`config.mk`:
```
export PLATFORM = sky130hd
export DESIGN_NAME = fir_stream_tx
export DESIGN_NICKNAME = d
export VERILOG_FILES = /design/src/rtl/fir_pkg.sv /design/src/rtl/fir_smp_fifo.sv /design/src/rtl/fir_stream_tx.sv
export SDC_FILE = /design/constraint.sdc
export NUM_CORES = 1
export LEC_CHECK = 0
export ABC_AREA = 1
export BUFFER_PORTS_ARGS = -buffer_cell sky130_fd_sc_hd__buf_4
export CORE_MARGIN = 2
export CORE_UTILIZATION = 60
export CTS_BUF_LIST = sky130_fd_sc_hd__clkbuf_4 sky130_fd_sc_hd__clkbuf_8
export DETAILED_ROUTE_END_ITERATION = 10
export PLACE_DENSITY = 0.94
export SYNTH_ARGS = -nofsm -noshare
export SYNTH_HDL_FRONTEND = slang
export SYNTH_HIERARCHICAL = 1
export SYNTH_SLANG_ARGS = --single-unit
export TNS_END_PERCENT = 5
```
`constraint.sdc`:
```
create_clock -name clk -period 5.07 [get_ports clk]
set_input_delay 0 -clock clk [delete_from_list [all_inputs] [get_ports clk]]
set_output_delay 0 -clock clk [all_outputs]
set_load 0.05 [all_outputs]
```
`src/rtl/fir_pkg.sv`:
```
// rtl/fir_pkg.sv - shared widths, sizes and coefficient FSM states for the FIR host path
package fir_pkg;
    localparam int FP16_W    = 16;
    localparam int FP16I_W   = 17;
    localparam int FP29I_W   = 29;
    localparam int NCOEF     = 64;
    localparam int FRAME_LEN = 256;
    localparam int CADDR_W   = 6;

    typedef enum logic [1:0] {
        C_IDLE,
        C_STROBE,
        C_HOLD,
        C_DONE
    } coef_state_t;
endpackage

```
`src/rtl/fir_smp_fifo.sv`:
```
// rtl/fir_smp_fifo.sv - small synchronous sample FIFO with occupancy level
module fir_smp_fifo #(
    parameter int DEPTH = 4,
    parameter int W     = 16,
    localparam int AW   = $clog2(DEPTH),
    localparam int LW   = $clog2(DEPTH + 1)
) (
    input  logic          clk,
    input  logic          rst,
    input  logic          push,
    input  logic          pop,
    input  logic [W-1:0]  wdata,
    output logic [W-1:0]  rdata,
    output logic          full,
    output logic          empty,
    output logic [LW-1:0] level
);
    logic [W-1:0]  mem [DEPTH];
    logic [AW-1:0] wptr;
    logic [AW-1:0] rptr;
    logic          do_push;
    logic          do_pop;

    assign full    = (level == LW'(DEPTH));
    assign empty   = (level == '0);
    assign do_push = push && !full;
    assign do_pop  = pop && !empty;
    assign rdata   = mem[rptr];

    // Pointers and occupancy; a simultaneous push and pop leaves the level unchanged.
    always_ff @(posedge clk or posedge rst) begin
        if (rst) begin
            wptr  <= '0;
            rptr  <= '0;
            level <= '0;
        end else begin
            if (do_push) wptr <= wptr + 1'b1;
            if (do_pop)  rptr <= rptr + 1'b1;
            case ({do_push, do_pop})
                2'b10:   level <= level + 1'b1;
                2'b01:   level <= level - 1'b1;
                default: level <= level;
            endcase
        end
    end

    // Storage needs no reset: the pointers alone define what is valid.
    always_ff @(posedge clk) begin
        if (do_push) mem[wptr] <= wdata;
    end
endmodule

```
`src/rtl/fir_stream_tx.sv`:
```
// rtl/fir_stream_tx.sv - loads FIR coefficients in frame 0, then streams one sample per frame
module fir_stream_tx #(
    parameter int FRAME_LEN  = fir_pkg::FRAME_LEN,
    parameter int NCOEF      = fir_pkg::NCOEF,
    parameter int FIFO_DEPTH = 4
) (
    input  logic                                clk,
    input  logic                                rst,
    input  logic                                coef_valid,
    input  logic [fir_pkg::FP16I_W-1:0]         coef_data,
    output logic                                coef_ready,
    input  logic                                smp_valid,
    input  logic [fir_pkg::FP16_W-1:0]          smp_data,
    output logic                                smp_ready,
    output logic [fir_pkg::FP16_W-1:0]          din,
    output logic                                valid_in,
    output logic [fir_pkg::FP16I_W-1:0]         cin,
    output logic [fir_pkg::CADDR_W-1:0]         caddr,
    output logic                                cload,
    output logic                                coef_done,
    output logic                                coef_err,
    output logic                                underrun,
    output logic [$clog2(FIFO_DEPTH+1)-1:0]     fifo_level
);
    import fir_pkg::*;

    localparam int FC_W = $clog2(FRAME_LEN);

    logic [FC_W-1:0]   frame_cnt;
    logic              frame_tick;
    coef_state_t       state;
    coef_state_t       state_next;
    logic              coef_hs;
    logic              last_addr;
    logic [FP16_W-1:0] fifo_rdata;
    logic              fifo_full;
    logic              fifo_empty;

    assign frame_tick = (frame_cnt == FC_W'(FRAME_LEN - 1));
    assign last_addr  = (caddr == CADDR_W'(NCOEF - 1));
    // Ready is withheld on the tick so a coefficient is never taken and then dropped
    // by the window closing, and withheld in reset so the upstream sees a clean 0.
    assign coef_ready = (state == C_IDLE) && !frame_tick && !rst;
    assign coef_hs    = coef_valid && coef_ready;
    assign smp_ready  = !fifo_full;

    // Free-running frame counter aligned to the FIR sequencer period.
    always_ff @(posedge clk or posedge rst) begin
        if (rst)             frame_cnt <= '0;
        else if (frame_tick) frame_cnt <= '0;
        else                 frame_cnt <= frame_cnt + 1'b1;
    end

    // Coefficient FSM next state; the first tick closes the load window from any state.
    always_comb begin
        state_next = state;
        case (state)
            C_IDLE:   if (coef_hs) state_next = C_STROBE;
            C_STROBE: state_next = C_HOLD;
            C_HOLD:   state_next = last_addr ? C_DONE : C_IDLE;
            C_DONE:   state_next = C_DONE;
            default:  state_next = C_IDLE;
        endcase
        if (frame_tick) state_next = C_DONE;
    end

    // Coefficient registers; cload is registered so the CMEM clock is glitch-free.
    always_ff @(posedge clk or posedge rst) begin
        if (rst) begin
            state     <= C_IDLE;
            cin       <= '0;
            caddr     <= '0;
            cload     <= 1'b0;
            coef_done <= 1'b0;
            coef_err  <= 1'b0;
        end else begin
            state <= state_next;
            cload <= (state_next == C_STROBE);
            if (coef_hs) cin <= coef_data;
            // The last address is kept so caddr reads NCOEF-1 once loading is complete.
            if (state == C_HOLD && !last_addr) caddr <= caddr + 1'b1;
            if (state == C_HOLD && last_addr && !frame_tick) coef_done <= 1'b1;
            if (frame_tick && state != C_DONE) coef_err <= 1'b1;
        end
    end

    // Sample launch: every tick presents a new din (zero on underrun) with a one-cycle valid.
    always_ff @(posedge clk or posedge rst) begin
        if (rst) begin
            din      <= '0;
            valid_in <= 1'b0;
            underrun <= 1'b0;
        end else begin
            valid_in <= frame_tick;
            if (frame_tick) begin
                if (fifo_empty) begin
                    din      <= '0;
                    underrun <= 1'b1;
                end else begin
                    din <= fifo_rdata;
                end
            end
        end
    end

    fir_smp_fifo #(
        .DEPTH (FIFO_DEPTH),
        .W     (FP16_W)
    ) u_fifo (
        .clk   (clk),
        .rst   (rst),
        .push  (smp_valid && smp_ready),
        .pop   (frame_tick),
        .wdata (smp_data),
        .rdata (fifo_rdata),
        .full  (fifo_full),
        .empty (fifo_empty),
        .level (fifo_level)
    );
endmodule
```
==> impl_table.tex, run 1 <==
\begin{tabular}{lr}
\hline
Metric & Value \\
\hline
\multicolumn{2}{l}{\textbf{Place}} \\
Quantity of I/O buffers inserted on ports & 85 \\
HPWL Detailed & 7100 µm \\
Placed standard-cell area & 0.00600 mm² \\
Final weighted congestion in routability-driven placement & 0.807 \\
\multicolumn{2}{l}{\textbf{Yosys}} \\
Total standard cell area after synthesis & 0.00535 mm² \\
Instance count of the mapped netlist & 502 \\
Mean cell area of the mapped netlist & 10.7 µm² \\
Seq/Total Area, Yosys & 64.4\% \\
Synthesized net count & 547 \\
Total number of yosys warnings & 6 \\
Library cells used by synthesis & 31 \\
Seq cells post-synth & 125 \\
\multicolumn{2}{l}{\textbf{Pwr}} \\
Internal Power & 1.94 mW \\
Part of the total power dissipated in sequential elements & 45.8\% \\
Share of total power in the clock network & 26.6\% \\
Maximum vdd ir drop & 0.239 mV \\
Switching share of power & 34.4\% \\
Power density normalized to cell area & 430 mW/mm² \\
Static leakage & 3.30 nW \\
Net switching power & 1.02 mW \\
Combinational share of power & 27.6\% \\
Post-route total power & 2.96 mW \\
\multicolumn{2}{l}{\textbf{Global routing}} \\
Total Routing Usage GR & 27.1\% \\
Pin count of the biggest net entering global routing & 66 \\
Vias in the first global route & 4308 \\
First-pass GRT wire length & 20300 µm \\
Remaining global-route overflow & 0 \\
Antenna violations before repair & 0 \\
\multicolumn{2}{l}{\textbf{Clock tree}} \\
Num Clock Sinks & 125 \\
Root buffer selected by CTS & sky130\_fd\_sc\_hd\_\_clkbuf\_8 \\
H-tree levels & 4 \\
TritonCTS clock tree & built \\
Clock-pin slew on the worst setup and hold paths & 0.07 ns \\
Worst skew pair latency & 0.42 ns \\
Postcts setup bufs & 0 \\
CTS-repair resized insts & 0 \\
Inserted Clock Buffers & 17 \\
Post-cts hold buffer count & 52 \\
Maximum count of clock buffers along a single path & 2 \\
\multicolumn{2}{l}{\textbf{Critical path}} \\
Maximum fanout along the worst path & 58 \\
Nature of the critical path endpoint & register \\
Kind of start point of the critical path & register \\
Crit path kind & register to register \\
CP Data Required Time & 5.37 ns \\
Crit path arrival time & 3.46 ns \\
\multicolumn{2}{l}{\textbf{Min path}} \\
Hold WC Path Type & input port to register \\
\multicolumn{2}{l}{\textbf{STA}} \\
Post-Route Skew & 0.00847 ns \\
Rel. slew slack & 27.1\% \\
Period utilisation layout & 62.3\% \\
Endpoints failing hold & 0 \\
Final Max Tran Viols & 0 \\
Sum of negative setup slack & 0 ns \\
Shortest clock period the worst path allows after layout & 3.16 ns \\
Worst-margin pin slew & 1.09 ns \\
Unrepaired setup endpoints after global routing & no \\
Maximum frequency from static timing analysis & 317 MHz \\
Final setup fails & 0 \\
\multicolumn{2}{l}{\textbf{Drt}} \\
Count of TritonRoute iterations in the first routing pass & 5 \\
Number of nets with antenna violations after detailed routing & 0 \\
Total Wirelength & 12500 µm \\
Residual DRC & 0 \\
Initial drt markers & 332 \\
Routed wire per std cell & 16.5 µm \\
Count of vias placed by the detailed router & 4137 \\
Detailed-route vias per instance & 5.44 \\
\multicolumn{2}{l}{\textbf{Final layout}} \\
Fill cell total of the finished layout & 485 \\
Count of nets after finishing & 686 \\
Cell area after layout & 0.00688 mm² \\
Footprint of the flip-flops and latches & 0.00345 mm² \\
Final Util & 79.3\% \\
Multi-input gate area in the final layout & 0.00150 mm² \\
Layout cells sized above 1 & 21.0\% \\
Area added between synthesis and finish & 28.6\% \\
N\_diodes & 0 \\
\multicolumn{2}{l}{\textbf{Die}} \\
Horizontal die dimension & 98.5 µm \\
Starting density of the core & 61.7\% \\
Area of the placeable core & 0.00868 mm² \\
Area of the die & 0.00969 mm² \\
Cell Rows & 34 \\
Number of I/O pins & 86 \\
Vertical extent of the die & 98.5 µm \\
\multicolumn{2}{l}{\textbf{Run}} \\
MaxCap Viol Count & 0 \\
\multicolumn{2}{l}{\textbf{Status}} \\
Run status & finished, final reports clean \\
\hline
\end{tabular}
critical path: stages (launching register included):
cell	delay, ns
sky130_fd_sc_hd__dfrtp_1	0.42
sky130_fd_sc_hd__ha_1	0.20
sky130_fd_sc_hd__nand2_1	0.09
sky130_fd_sc_hd__nor2_4	0.14
sky130_fd_sc_hd__nand2_2	0.62
sky130_fd_sc_hd__inv_1	0.43
sky130_fd_sc_hd__nand2_1	0.15
sky130_fd_sc_hd__inv_1	0.08
sky130_fd_sc_hd__ha_1	0.15
sky130_fd_sc_hd__inv_1	0.07
sky130_fd_sc_hd__fa_1	0.38
sky130_fd_sc_hd__nand2_1	0.10
sky130_fd_sc_hd__nand3_1	0.08
sky130_fd_sc_hd__nand2_1	0.06
sky130_fd_sc_hd__nand2_1	0.05
logic make-up (layout without fill, tap and decap cells):
family / Yosys count / in the layout / synth area share (%)
adder cells (fa/ha/maj): 8 / 8 / 2.01
buffers and inverters: 86 / 237 / 7.50
AND/OR/NAND/NOR: 219 / 219 / 17.3
XOR/XNOR: 9 / 9 / 1.47
flip-flops: 125 / 125 / 64.4
AO/OA/AOI/OAI: 55 / 55 / 7.34
path summary, 6_finish.rpt:
check	start	end	slack [ns]	depth (start not counted)
min	coef_valid	cload	0.11	3
min in group asynchronous	rst	u_fifo/level[1]	0.13	3
max in group asynchronous	rst	underrun	3.95	3
max reg2reg	frame_cnt[0]	u_fifo/level[2]	1.91	14
max	frame_cnt[0]	u_fifo/level[2]	1.91	14
min reg2reg	cin[11]	cin[11]	0.48	2
flip-flops by register name, indices dropped and copies added (netlist names):
signal and count:
coef_err 1, u_fifo/level 3, coef_done 1, frame_cnt 8, cload 1, caddr 6
u_fifo/wptr 2, din 16, underrun 1, u_fifo/rptr 2, valid_in 1, u_fifo/mem 64
state 2, cin 17
metal layers:
| layer | up-vias | GRT usage (%) | wire length (µm) |
|---|---|---|---|
| met5 | - | 0 | 0 |
| met4 | 0 | 11.8 | 345 |
| met3 | 33 | 5.89 | 693 |
| met2 | 171 | 48.7 | 6620 |
| met1 | 2002 | 31.3 | 4890 |
| li1 | 1931 | - | - |
cells in the mapped netlist, drive strengths merged:
master  number  area [µm²]
nand2      166         626
edfxtp      64        1920
inv         64         240
dfrtp       61        1530
o211ai      32         265
buf         18         146
nand4       18         113
nor2        18        77.6
o21ai       18        90.1
nand3       16        92.6
ha           7        87.6
xnor2        5        43.8
xor2         4        35.0
clkbuf       3        11.3
a21oi        2        10.0
o21bai       2        18.8
a31o         1        8.76
clkinv       1        3.75
fa           1        20.0
nor3         1        16.3
cell type report:
type	instances	area share [%]
Multi-Input combinational cell	291	21.8
Tap cell	108	1.96
Clock inverter	8	0.963
Clock buffer	23	4.33
Timing Repair Buffer	141	17.3
Inverter	65	3.54
Sequential cell	125	50.1
power by group through the flow:
stage          combinational (mW)  sequential (mW)  clock [mW]
6_report                    0.819             1.36       0.788
4_1_cts                     0.811             1.35       0.800
3_3_place_gp                0.740             1.35           0
5_1_grt                     0.886             1.37       0.842
2_1_floorplan               0.312             1.56           0
3_5_place_dp                0.774             1.37           0
placed cells by master, fill, tap and decap left out:
cell type,Yosys,routed
sky130_fd_sc_hd__nor2_1,16,16
sky130_fd_sc_hd__nand3_4,1,1
sky130_fd_sc_hd__o211ai_1,27,27
sky130_fd_sc_hd__o211ai_2,5,5
sky130_fd_sc_hd__o21bai_1,1,1
sky130_fd_sc_hd__o21bai_2,1,1
sky130_fd_sc_hd__o21ai_0,8,8
sky130_fd_sc_hd__a31o_2,1,1
sky130_fd_sc_hd__nand3_1,15,15
sky130_fd_sc_hd__clkinv_1,1,1
sky130_fd_sc_hd__o21ai_1,10,10
sky130_fd_sc_hd__clkinv_2,0,6
sky130_fd_sc_hd__xor2_1,4,4
sky130_fd_sc_hd__edfxtp_1,64,64
sky130_fd_sc_hd__inv_1,60,59
sky130_fd_sc_hd__bufinv_16,0,1
sky130_fd_sc_hd__nor2_2,1,1
sky130_fd_sc_hd__nand2_1,165,165
sky130_fd_sc_hd__nor2_4,1,1
sky130_fd_sc_hd__nand4_1,18,18
sky130_fd_sc_hd__nor3_4,1,1
sky130_fd_sc_hd__ha_1,7,7
sky130_fd_sc_hd__nand2_2,1,1
sky130_fd_sc_hd__clkbuf_4,0,3
sky130_fd_sc_hd__buf_4,3,89
sky130_fd_sc_hd__inv_2,4,5
sky130_fd_sc_hd__xnor2_1,5,5
sky130_fd_sc_hd__dlygate4sd3_1,0,52
sky130_fd_sc_hd__dfrtp_1,61,61
sky130_fd_sc_hd__fa_1,1,1
sky130_fd_sc_hd__inv_4,0,1
sky130_fd_sc_hd__a21oi_1,2,2
sky130_fd_sc_hd__clkbuf_8,0,20
per-stage QoR:
stage / hold slack [ns] / setup WS [ns] / std cells
final: 0.106 / 1.91 / 761
after global routing: 0.126 / 1.63 / 761
after CTS: 0.0773 / 1.97 / 761
after detailed placement: 0.00650 / 1.99 / 678
after global placement: -0.00249 / 2.16 / 678
after floorplan: -0.197 / 2.69 / 502
No activity file was read; power rests on OpenSTA's default activity.
==> inputs of run 2 (changes only) <==
--- a/config.mk
+++ b/config.mk
@@ -8,10 +8,10 @@
 export ABC_AREA = 1
 export BUFFER_PORTS_ARGS = -buffer_cell sky130_fd_sc_hd__buf_4
 export CORE_MARGIN = 2
-export CORE_UTILIZATION = 60
+export CORE_UTILIZATION = 53
 export CTS_BUF_LIST = sky130_fd_sc_hd__clkbuf_4 sky130_fd_sc_hd__clkbuf_8
 export DETAILED_ROUTE_END_ITERATION = 10
-export PLACE_DENSITY = 0.94
+export PLACE_DENSITY = 0.88
 export SYNTH_ARGS = -nofsm -noshare
 export SYNTH_HDL_FRONTEND = slang
 export SYNTH_HIERARCHICAL = 1
==> constraint.sdc (replaced) <==
create_clock -name clk -period 2.6 [get_ports clk]
set_input_delay 0 -clock clk [delete_from_list [all_inputs] [get_ports clk]]
set_output_delay 0 -clock clk [all_outputs]
set_load 0.05 [all_outputs]
==> impl_table.tex, run 2 (synthesis results as in run 1) <==
\begin{tabular}{lr}
\hline
Metric & Value \\
\hline
\multicolumn{2}{l}{\textbf{Drt}} \\
Count of vias placed by the detailed router & 4106 (was 4137) \\
Residual DRC & 0 (unchanged) \\
Detailed-route vias per instance & 5.18 (was 5.44) \\
Initial drt markers & 341 (was 332) \\
Total Wirelength & 12000 µm (was 12500 µm) \\
Count of TritonRoute iterations in the first routing pass & 4 (was 5) \\
Routed wire per std cell & 15.1 µm (was 16.5 µm) \\
Number of nets with antenna violations after detailed routing & 0 (unchanged) \\
\multicolumn{2}{l}{\textbf{Clock tree}} \\
Post-cts hold buffer count & 52 (unchanged) \\
TritonCTS clock tree & built (unchanged) \\
Worst skew pair latency & 0.42 ns (about the same) \\
Root buffer selected by CTS & sky130\_fd\_sc\_hd\_\_clkbuf\_8 (unchanged) \\
Maximum count of clock buffers along a single path & 2 (unchanged) \\
Num Clock Sinks & 125 (unchanged) \\
Inserted Clock Buffers & 17 (unchanged) \\
Clock-pin slew on the worst setup and hold paths & 0.07 ns (about the same) \\
Postcts setup bufs & 0 (unchanged) \\
CTS-repair resized insts & 0 (unchanged) \\
H-tree levels & 4 (unchanged) \\
\multicolumn{2}{l}{\textbf{Global routing}} \\
Total Routing Usage GR & 23.0\% (was 27.1\%) \\
Pin count of the biggest net entering global routing & 58 (was 66) \\
Remaining global-route overflow & 0 (unchanged) \\
Vias in the first global route & 4182 (was 4308) \\
Antenna violations before repair & 0 (unchanged) \\
First-pass GRT wire length & 19700 µm (was 20300 µm) \\
\multicolumn{2}{l}{\textbf{Critical path}} \\
Nature of the critical path endpoint & register (unchanged) \\
Worst path max stage delay & 0.61 ns (was 0.62 ns) \\
Critical path, cell by cell & ha\_1 -> nand2\_1 -> nor2\_4 -> nand2\_2 -> buf\_4 -> nand4\_1 -> dlygate4sd3\_1 -> nand2\_1 (was ha\_1 -> nand2\_1 -> nor2\_4 -> nand2\_2 -> inv\_1 -> nand2\_1 -> inv\_1 -> ha\_1 -> inv\_1 -> fa\_1 -> nand2\_1 -> nand3\_1 -> nand2\_1 -> nand2\_1) \\
Crit path arrival time & 2.71 ns (was 3.46 ns) \\
Maximum fanout along the worst path & 57 (was 58) \\
Crit path kind & register to register (unchanged) \\
Cell with the largest stage delay on the worst path & sky130\_fd\_sc\_hd\_\_dlygate4sd3\_1 (was sky130\_fd\_sc\_hd\_\_nand2\_2) \\
CP Data Required Time & 2.95 ns (was 5.37 ns) \\
Cell with the most instances on the worst path & sky130\_fd\_sc\_hd\_\_nand2\_1 (unchanged) \\
Kind of start point of the critical path & register (unchanged) \\
\multicolumn{2}{l}{\textbf{STA}} \\
Post-Route Skew & 0.0113 ns (was 0.00847 ns) \\
Shortest clock period the worst path allows after layout & 2.37 ns (was 3.16 ns) \\
Rel. slew slack & 24.9\% (was 27.1\%) \\
Maximum frequency from static timing analysis & 423 MHz (was 317 MHz) \\
Endpoints failing hold & 0 (unchanged) \\
Worst hold margin & 0.104 ns (was 0.106 ns) \\
Final Max Tran Viols & 0 (unchanged) \\
Final setup fails & 0 (unchanged) \\
Sum of negative setup slack & 0 ns (unchanged) \\
Worst-margin pin slew & 1.12 ns (was 1.09 ns) \\
Unrepaired setup endpoints after global routing & no (unchanged) \\
Period utilisation layout & 91.0\% (was 62.3\%) \\
Setup slack of the critical path after layout & 0.233 ns (was 1.91 ns) \\
\multicolumn{2}{l}{\textbf{Die}} \\
Starting density of the core & 54.8\% (was 61.7\%) \\
Cell Rows & 36 (was 34) \\
Area of the placeable core & 0.00977 mm² (was 0.00868 mm²) \\
Horizontal die dimension & 105 µm (was 98.5 µm) \\
Area of the die & 0.0109 mm² (was 0.00969 mm²) \\
Number of I/O pins & 86 (unchanged) \\
Vertical extent of the die & 105 µm (was 98.5 µm) \\
\multicolumn{2}{l}{\textbf{Run}} \\
MaxCap Viol Count & 0 (unchanged) \\
\multicolumn{2}{l}{\textbf{Final layout}} \\
Largest register FFs & 64 (unchanged) \\
Final Util & 71.4\% (was 79.3\%) \\
Biggest registers after layout & u\_fifo/mem (64), cin (17), din (16) (unchanged) \\
Count of nets after finishing & 691 (was 686) \\
Layout cells sized above 1 & 21.7\% (was 21.0\%) \\
Most flop-heavy register & u\_fifo/mem (unchanged) \\
N\_diodes & 0 (unchanged) \\
Most frequent cells in the layout & sky130\_fd\_sc\_hd\_\_nand2\_1 (165), sky130\_fd\_sc\_hd\_\_buf\_4 (94), sky130\_fd\_sc\_hd\_\_edfxtp\_1 (64), sky130\_fd\_sc\_hd\_\_dfrtp\_1 (61), sky130\_fd\_sc\_hd\_\_inv\_1 (59) (was sky130\_fd\_sc\_hd\_\_nand2\_1 (165), sky130\_fd\_sc\_hd\_\_buf\_4 (89), sky130\_fd\_sc\_hd\_\_edfxtp\_1 (64), sky130\_fd\_sc\_hd\_\_dfrtp\_1 (61), sky130\_fd\_sc\_hd\_\_inv\_1 (59)) \\
Fill cell total of the finished layout & 624 (was 485) \\
Most common library cell in the layout ignoring fill and taps & sky130\_fd\_sc\_hd\_\_nand2\_1 (unchanged) \\
Area added between synthesis and finish & 30.4\% (was 28.6\%) \\
\multicolumn{2}{l}{\textbf{Place}} \\
HPWL Detailed & 7330 µm (was 7100 µm) \\
Post-place setup slack & 0.353 ns (was 1.99 ns) \\
Final weighted congestion in routability-driven placement & 0.789 (was 0.807) \\
Quantity of I/O buffers inserted on ports & 85 (unchanged) \\
\multicolumn{2}{l}{\textbf{Pwr}} \\
Post-route total power & 5.86 mW (was 2.96 mW) \\
Power density normalized to cell area & 840 mW/mm² (was 430 mW/mm²) \\
Maximum vdd ir drop & 0.384 mV (was 0.239 mV) \\
Static leakage & 3.34 nW (was 3.30 nW) \\
\multicolumn{2}{l}{\textbf{Status}} \\
Run status & finished, final reports clean (unchanged) \\
\multicolumn{2}{l}{\textbf{Min path}} \\
Hold WC Path Type & input port to register (unchanged) \\
\hline
\end{tabular}
==> run 2: cell types whose count changed in the layout (fill, tap and decap cells not counted) <==
cell / delta
sky130_fd_sc_hd__buf_4: +5
sky130_fd_sc_hd__bufinv_16: +1
sky130_fd_sc_hd__inv_4: -1
sky130_fd_sc_hd__clkinvlp_4: +1
sky130_fd_sc_hd__clkinv_2: -1
sky130_fd_sc_hd__clkbuf_4: +2
sky130_fd_sc_hd__clkbuf_8: -1
==> run 2: final cells by class <==
type	instances	area (µm²)	area share [%]
Multi-Input combinational cell	291	1500	21.5
Timing Repair Buffer	146	1230	17.6
Clock inverter	8	92.6	1.33
Clock buffer	24	299	4.28
Inverter	65	244	3.50
Sequential cell	125	3450	49.4
Tap cell	133	166	2.38
==> run 2: where the power goes <==
group	internal, mW	total [mW]	leakage [nW]	switching, mW
clock	0.948	1.65	0.208	0.702
combinational	0.496	1.58	1.75	1.08
sequential	2.45	2.63	1.38	0.187
==> run 2: path summary, 6_finish.rpt <==
check	from	endpoint	slack [ns]	cells after the start
min reg2reg	cin[9]	cin[9]	0.48	2
min in group asynchronous	rst	u_fifo/rptr[1]	0.13	3
max	frame_cnt[0]	cin[3]	0.23	8
max in group asynchronous	rst	din[10]	1.43	3
max reg2reg	frame_cnt[0]	cin[3]	0.23	8
min	coef_valid	cload	0.10	3
==> run 2: metrics by stage <==
| step | std cells | area, µm² |
|---|---|---|
| floorplan | 502 | 5350 |
| finish | 792 | 6980 |
| CTS | 792 | 6980 |
| global route | 792 | 6980 |
| global placement | 708 | 6070 |
| detailed placement | 708 | 6070 |
==> run 2: critical path, delay by kind of cell (launching register included) <==
| kind | cells | cell delay (ns) |
|---|---|---|
| buffers and inverters | 2 | 1.08 |
| DFF | 1 | 0.43 |
| and+or+nand+nor | 5 | 0.52 |
| adders and majority gates | 1 | 0.25 |
==> run 2: per-layer routing <==
layer  global-route usage, %  part of all wire (%)
met5                       0                     0
met4                    9.75                   2.1
met3                    5.39                   5.8
met2                    40.8                    51
met1                    26.8                    41
